===== config.mk =====
export PLATFORM = sky130hd
export DESIGN_NAME = pc_call_stack_flat
export DESIGN_NICKNAME = d
export VERILOG_FILES = /design/src/rtl/pc_call_stack_if.sv /design/src/rtl/pc_call_stack.sv /design/src/flat_wrapper.sv
export SDC_FILE = /design/constraint.sdc
export NUM_CORES = 1
export LEC_CHECK = 0
export BUFFER_PORTS_ARGS = -buffer_cell sky130_fd_sc_hd__buf_4
export CAP_MARGIN = 20
export CORE_MARGIN = 1
export CORE_UTILIZATION = 45
export CTS_CLUSTER_DIAMETER = 100
export DETAILED_ROUTE_END_ITERATION = 6
export HOLD_SLACK_MARGIN = 0.05
export PLACE_DENSITY = 0.64
export SYNTH_ARGS = -nofsm -noshare
export SYNTH_HDL_FRONTEND = slang
export SYNTH_SLANG_ARGS = --single-unit
export TNS_END_PERCENT = 20

===== constraint.sdc =====
create_clock -name clk -period 2.8 [get_ports clk]
set_input_delay 0.14 -clock clk [delete_from_list [all_inputs] [get_ports clk]]
set_output_delay 0.14 -clock clk [all_outputs]
set_load 0.02 [all_outputs]

===== src/rtl/pc_call_stack_if.sv =====
// Control-strobe and status bundle between the sequencer controller and the program counter.
interface pc_call_stack_if #(
  parameter int unsigned ADDR_WIDTH = 8,
  parameter int unsigned PTR_WIDTH  = 4
);
  logic                  reset;
  logic                  load;
  logic [ADDR_WIDTH-1:0] load_data;
  logic                  increment;
  logic                  call;
  logic                  ret;
  logic                  err_clear;
  logic [ADDR_WIDTH-1:0] counter;
  logic [ADDR_WIDTH-1:0] return_addr;
  logic [PTR_WIDTH-1:0]  depth;
  logic                  stack_empty;
  logic                  stack_full;
  logic                  stack_overflow;
  logic                  stack_underflow;

  modport master (
    output reset, load, load_data, increment, call, ret, err_clear,
    input  counter, return_addr, depth, stack_empty, stack_full,
           stack_overflow, stack_underflow
  );

  modport slave (
    input  reset, load, load_data, increment, call, ret, err_clear,
    output counter, return_addr, depth, stack_empty, stack_full,
           stack_overflow, stack_underflow
  );
endinterface


===== src/rtl/pc_call_stack.sv =====
// Program counter with a LIFO hardware return-address stack for CALL/RET,
// depth reporting and sticky overflow/underflow flags.
module pc_call_stack #(
  parameter int unsigned           ADDR_WIDTH  = 8,
  parameter int unsigned           STACK_DEPTH = 8,
  parameter int unsigned           PTR_WIDTH   = $clog2(STACK_DEPTH) + 1,
  parameter logic [ADDR_WIDTH-1:0] RESET_ADDR  = '0
) (
  input logic           clk,
  input logic           a_reset_n,
  pc_call_stack_if.slave bus
);

  localparam int unsigned          IDX_WIDTH = $clog2(STACK_DEPTH);
  localparam logic [PTR_WIDTH-1:0] DEPTH_MAX = PTR_WIDTH'(STACK_DEPTH);

  logic [ADDR_WIDTH-1:0] counter_q, counter_d;
  logic [PTR_WIDTH-1:0]  depth_q, depth_d;
  logic                  overflow_q, overflow_d;
  logic                  underflow_q, underflow_d;
  logic [ADDR_WIDTH-1:0] stack_mem [STACK_DEPTH];

  logic                  push_en;
  logic [IDX_WIDTH-1:0]  push_idx;
  logic [IDX_WIDTH-1:0]  top_idx;
  logic [ADDR_WIDTH-1:0] counter_inc;
  logic [ADDR_WIDTH-1:0] top_entry;
  logic                  is_empty;
  logic                  is_full;

  // Decodes of registered state used by both the command logic and the outputs.
  assign counter_inc = counter_q + ADDR_WIDTH'(1);
  assign is_empty    = (depth_q == '0);
  assign is_full     = (depth_q == DEPTH_MAX);
  assign push_idx    = IDX_WIDTH'(depth_q);
  assign top_idx     = IDX_WIDTH'(depth_q - PTR_WIDTH'(1));
  assign top_entry   = stack_mem[top_idx];

  // Command resolution: reset > ret > call > load > increment; error events beat err_clear.
  always_comb begin
    counter_d   = counter_q;
    depth_d     = depth_q;
    overflow_d  = overflow_q;
    underflow_d = underflow_q;
    push_en     = 1'b0;

    if (bus.reset) begin
      counter_d   = RESET_ADDR;
      depth_d     = '0;
      overflow_d  = 1'b0;
      underflow_d = 1'b0;
    end else begin
      if (bus.err_clear) begin
        overflow_d  = 1'b0;
        underflow_d = 1'b0;
      end

      if (bus.ret) begin
        if (!is_empty) begin
          counter_d = top_entry;
          depth_d   = depth_q - PTR_WIDTH'(1);
        end else begin
          underflow_d = 1'b1;
        end
      end else if (bus.call) begin
        if (!is_full) begin
          push_en   = 1'b1;
          counter_d = bus.load_data;
          depth_d   = depth_q + PTR_WIDTH'(1);
        end else begin
          overflow_d = 1'b1;
        end
      end else if (bus.load) begin
        counter_d = bus.load_data;
      end else if (bus.increment) begin
        counter_d = counter_inc;
      end
    end
  end

  // Control state: counter, depth and sticky flags.
  always_ff @(posedge clk or negedge a_reset_n) begin
    if (!a_reset_n) begin
      counter_q   <= RESET_ADDR;
      depth_q     <= '0;
      overflow_q  <= 1'b0;
      underflow_q <= 1'b0;
    end else begin
      counter_q   <= counter_d;
      depth_q     <= depth_d;
      overflow_q  <= overflow_d;
      underflow_q <= underflow_d;
    end
  end

  // Stack storage is left unreset; depth alone defines which entries are valid.
  always_ff @(posedge clk) begin
    if (push_en) begin
      stack_mem[push_idx] <= counter_inc;
    end
  end

  assign bus.counter         = counter_q;
  assign bus.depth           = depth_q;
  assign bus.return_addr     = is_empty ? '0 : top_entry;
  assign bus.stack_empty     = is_empty;
  assign bus.stack_full      = is_full;
  assign bus.stack_overflow  = overflow_q;
  assign bus.stack_underflow = underflow_q;

endmodule

===== src/flat_wrapper.sv =====
// flat-port wrapper written by rule: the top's interface ports become plain ports
module pc_call_stack_flat 
#(
  parameter int unsigned           ADDR_WIDTH  = 8,
  parameter int unsigned           STACK_DEPTH = 8,
  parameter int unsigned           PTR_WIDTH   = $clog2(STACK_DEPTH) + 1,
  parameter logic [ADDR_WIDTH-1:0] RESET_ADDR  = '0
)
  (clk, a_reset_n, bus_reset, bus_load, bus_load_data, bus_increment, bus_call, bus_ret, bus_err_clear, bus_counter, bus_return_addr, bus_depth, bus_stack_empty, bus_stack_full, bus_stack_overflow, bus_stack_underflow);
  pc_call_stack_if #(.ADDR_WIDTH(ADDR_WIDTH), .PTR_WIDTH(PTR_WIDTH)) bus_i ();
  input logic clk;
  input logic a_reset_n;
  input wire logic [$bits(bus_i.reset)-1:0] bus_reset;
  input wire logic [$bits(bus_i.load)-1:0] bus_load;
  input wire logic [$bits(bus_i.load_data)-1:0] bus_load_data;
  input wire logic [$bits(bus_i.increment)-1:0] bus_increment;
  input wire logic [$bits(bus_i.call)-1:0] bus_call;
  input wire logic [$bits(bus_i.ret)-1:0] bus_ret;
  input wire logic [$bits(bus_i.err_clear)-1:0] bus_err_clear;
  output wire logic [$bits(bus_i.counter)-1:0] bus_counter;
  output wire logic [$bits(bus_i.return_addr)-1:0] bus_return_addr;
  output wire logic [$bits(bus_i.depth)-1:0] bus_depth;
  output wire logic [$bits(bus_i.stack_empty)-1:0] bus_stack_empty;
  output wire logic [$bits(bus_i.stack_full)-1:0] bus_stack_full;
  output wire logic [$bits(bus_i.stack_overflow)-1:0] bus_stack_overflow;
  output wire logic [$bits(bus_i.stack_underflow)-1:0] bus_stack_underflow;
  assign bus_i.reset = bus_reset;
  assign bus_i.load = bus_load;
  assign bus_i.load_data = bus_load_data;
  assign bus_i.increment = bus_increment;
  assign bus_i.call = bus_call;
  assign bus_i.ret = bus_ret;
  assign bus_i.err_clear = bus_err_clear;
  assign bus_counter = bus_i.counter;
  assign bus_return_addr = bus_i.return_addr;
  assign bus_depth = bus_i.depth;
  assign bus_stack_empty = bus_i.stack_empty;
  assign bus_stack_full = bus_i.stack_full;
  assign bus_stack_overflow = bus_i.stack_overflow;
  assign bus_stack_underflow = bus_i.stack_underflow;
  pc_call_stack #(.ADDR_WIDTH(ADDR_WIDTH), .STACK_DEPTH(STACK_DEPTH), .PTR_WIDTH(PTR_WIDTH), .RESET_ADDR(RESET_ADDR)) u_core (.clk(clk), .a_reset_n(a_reset_n), .bus(bus_i));
endmodule

==> run metrics <==
Placed Cells=382; max frequency=380.3 MHz; number of distinct library cells after synthesis=46; routed length per placed instance=17.72 um; width of the die=90.55 um; gr ovfl total=0; status=complete, no violations; Residual DRC=0; HPWL after detailed placement=5064 um; aggregate negative setup slack=0 ps; kind of start point of the critical path=register; slew of the pin with the lowest slew margin=738.5 ps; main flop type after synthesis=sky130_fd_sc_hd__edfxtp_1; site row count=31; Reg-to-Reg End=u_core.bus.counter[6]; cell types with the largest area share after synthesis=sky130_fd_sc_hd__edfxtp_1 (54%), sky130_fd_sc_hd__dfrtp_1 (9.9%), sky130_fd_sc_hd__mux4_2 (7.0%); Tcrit/Tclk final=93.90%; slack of the worst reg-to-reg path=490 ps; synthesis-to-layout area growth=20.85%; CP cell instances=inv_1, ha_1, xor2_2, buf_12, buf_4, mux4_2, nand2_1, a21oi_1, buf_4; #FFs+latches synth=78; most frequent cells in the layout=sky130_fd_sc_hd__edfxtp_1 (64), sky130_fd_sc_hd__buf_4 (58), sky130_fd_sc_hd__nor2_1 (22); count of flip-flops with a built-in enable after synthesis=64; unrepaired setup endpoints after global routing=false; share of the core filled with cells=57.56%; most frequent standard cell in the layout excluding fill and tap cells=sky130_fd_sc_hd__edfxtp_1; overall power after layout=5.124 mW; Clock Latency Late Sink=340 ps; number of global-route vias before repair=2,257; Max Fanout on Critical Path=13; DR vias=2,203; GPL Wtd Cong=0.8227; final setup violating endpoints=0; number of cells produced by synthesis=242; clk root buf=sky130_fd_sc_hd__clkbuf_8; number of top-level pins=40; number of antenna violations at the first check in global routing=0; Seq/Total Area, Yosys=64.40%; required time of the critical path=2660 ps; hold path startpoint=bus_err_clear; number of input and output port buffers inserted=39; detailed-router iteration count before antenna repair=4; critical path class=reg2out; static power due to leakage=1.602 nW; post-layout min period=2629 ps; Total GRT Usage=19.04%; number of hold violations in the final report=0; Final Instance Area=0.004264 mm2; Synth top area share=54.47%; type of destination of the critical path=output port; number of cell instances on the worst register-to-register path=8; number of vias per cell after detailed routing=5.426; maximum VDD drop=0.0003557 V; number of buffers created by CTS=9; share of cells above drive strength 1=30.94%; number of standard cells in the layout, taps in and fillers out=406; critical path's most frequent cell=sky130_fd_sc_hd__buf_4; max cap viols=0; launch instance of the worst register-to-register path=u_core.bus.depth[1]; number of diodes added for antenna fixing=0; starting density of the core=47.63%; pin count of the biggest net entering global routing=22; area of the die=0.008199 mm2; syn nets=262; number of pins exceeding their max-slew limit in the final report=0; # H-tree levels=3; Post-Route Skew=11.38 ps; instance area at placement=0.003988 mm2; standard cell with the maximum stage delay on the critical path=sky130_fd_sc_hd__mux4_2; Routed WL=7196 um; fraction of synthesis flops using an asynchronous set or reset pin=17.95%; number of cells traversed by the worst hold path=3; total power density per cell area=1202 mW/mm2; wire length of the first global-routing pass=11,750 um; Slew Limit Headroom=50.41%; Worst path max stage delay=520 ps; Clock Tree Buf Depth=2; post-synth design cell area=0.003528 mm2; Yosys top cell by area=sky130_fd_sc_hd__edfxtp_1; per-instance average area after synthesis=14.58 um2; number of warning messages in the yosys log=0; TritonCTS clock tree=built; final net count=322; clock sink count=78; worst min path class=in2reg; data arrival time at the worst-slack endpoint=2490 ps; First DRT Iteration DRCs=162; Post-DRT Antenna Nets=0; overall die height=90.55 um; Core Box Area=0.007408 mm2; end point of the worst hold path=u_core.bus.stack_overflow; clock-pin transition on the worst setup and hold timing paths=90 ps
-- metal layers --
layer,part of all wire [%],GRT usage (%)
met5,0,0
met4,0.74,6.183
met3,5.8,3.535
met2,47,30.43
met1,46,26.40
-- cell type report --
cell class | instances | area (um2)
Sequential cell | 78 | 2273
Tap cell | 99 | 123.9
Inverter | 5 | 18.77
Fill cell | 607 | 3144
Clock inverter | 6 | 70.07
Multi-Input combinational cell | 147 | 1175
Timing Repair Buffer | 61 | 475.5
Clock buffer | 10 | 127.6
-- cell families after synthesis --
kind of cell | Yosys count | share of synthesized area (%)
adders and majority gates | 4 | 1.418
and+or+nand+nor | 77 | 10.78
muxes | 21 | 11.28
buffers and inverters | 17 | 2.305
xor gates and xnor gates | 12 | 3.192
AOI/OAI and AO/OA | 33 | 6.632
DFF | 78 | 64.40
-- repair_timing --
item	CTS	global route
endpoints found under the hold margin	20	0
buffers inserted	0	6
setup endpoints to repair	0	8
resized for setup	0	4
hold buffers	2	0
-- worst max-delay path, delay by kind of cell (launching register included) --
| family | cells | cell delay [ps] |
|---|---|---|
| AND/OR/NAND/NOR | 1 | 90 |
| XOR/XNOR | 1 | 190 |
| AO/OA/AOI/OAI | 1 | 70 |
| buffers and inverters | 4 | 580 |
| multiplexers | 1 | 520 |
| flip-flops | 1 | 460 |
| adder cells (fa/ha/maj) | 1 | 230 |
-- synthesized netlist by cell type, types with 3 or more instances --
cell	number
sky130_fd_sc_hd__edfxtp_1	64
sky130_fd_sc_hd__nor2_1	22
sky130_fd_sc_hd__nand2_1	19
sky130_fd_sc_hd__dfrtp_1	14
sky130_fd_sc_hd__mux4_2	11
sky130_fd_sc_hd__a21oi_1	10
sky130_fd_sc_hd__nand3_1	8
sky130_fd_sc_hd__xnor2_1	7
sky130_fd_sc_hd__clkbuf_1	6
sky130_fd_sc_hd__mux2i_1	6
sky130_fd_sc_hd__nor3_1	6
sky130_fd_sc_hd__a22oi_1	5
sky130_fd_sc_hd__inv_1	5
sky130_fd_sc_hd__ha_1	4
sky130_fd_sc_hd__nand2b_1	4
sky130_fd_sc_hd__o211ai_1	4
sky130_fd_sc_hd__xor2_1	4
sky130_fd_sc_hd__a32oi_1	3
sky130_fd_sc_hd__mux4_1	3
sky130_fd_sc_hd__nand4_1	3
-- worst max path at each step --
stage	from	endpoint	slack, ps	cells after the start
2_1_floorplan	u_core.bus.depth[0]	u_core.bus.counter[6]	120	9
5_1_grt	u_core.bus.depth[1]	bus_return_addr[7]	30	9
3_5_place_dp	u_core.bus.depth[1]	u_core.bus.counter[6]	390	8
4_1_cts	u_core.bus.depth[1]	bus_return_addr[7]	20	9
3_3_place_gp	u_core.bus.depth[1]	bus_return_addr[7]	480	9
6_report	u_core.bus.depth[1]	bus_return_addr[6]	170	9
-- stage by stage --
stage	worst slack, ps	hold slack (ps)
after floorplan	124.7	-155.6
after global placement	484.5	5.403
after detailed placement	392.1	4.102
after CTS	16.96	52.29
after global routing	29.23	75.12
final	170.7	63.70
-- where the power goes --
| part | internal [mW] | switching [mW] |
|---|---|---|
| Sequential | 1.53 | 0.144 |
| Clock | 0.418 | 0.416 |
| Combinational | 1.19 | 1.42 |
-- sequential cells by signal, summed over array words and instances, names as in the netlist --
name                        count
u_core.bus.stack_underflow      1
u_core.stack_mem               64
u_core.bus.stack_overflow       1
u_core.bus.depth                4
u_core.bus.counter              8
(Power assumes the default switching activity.)
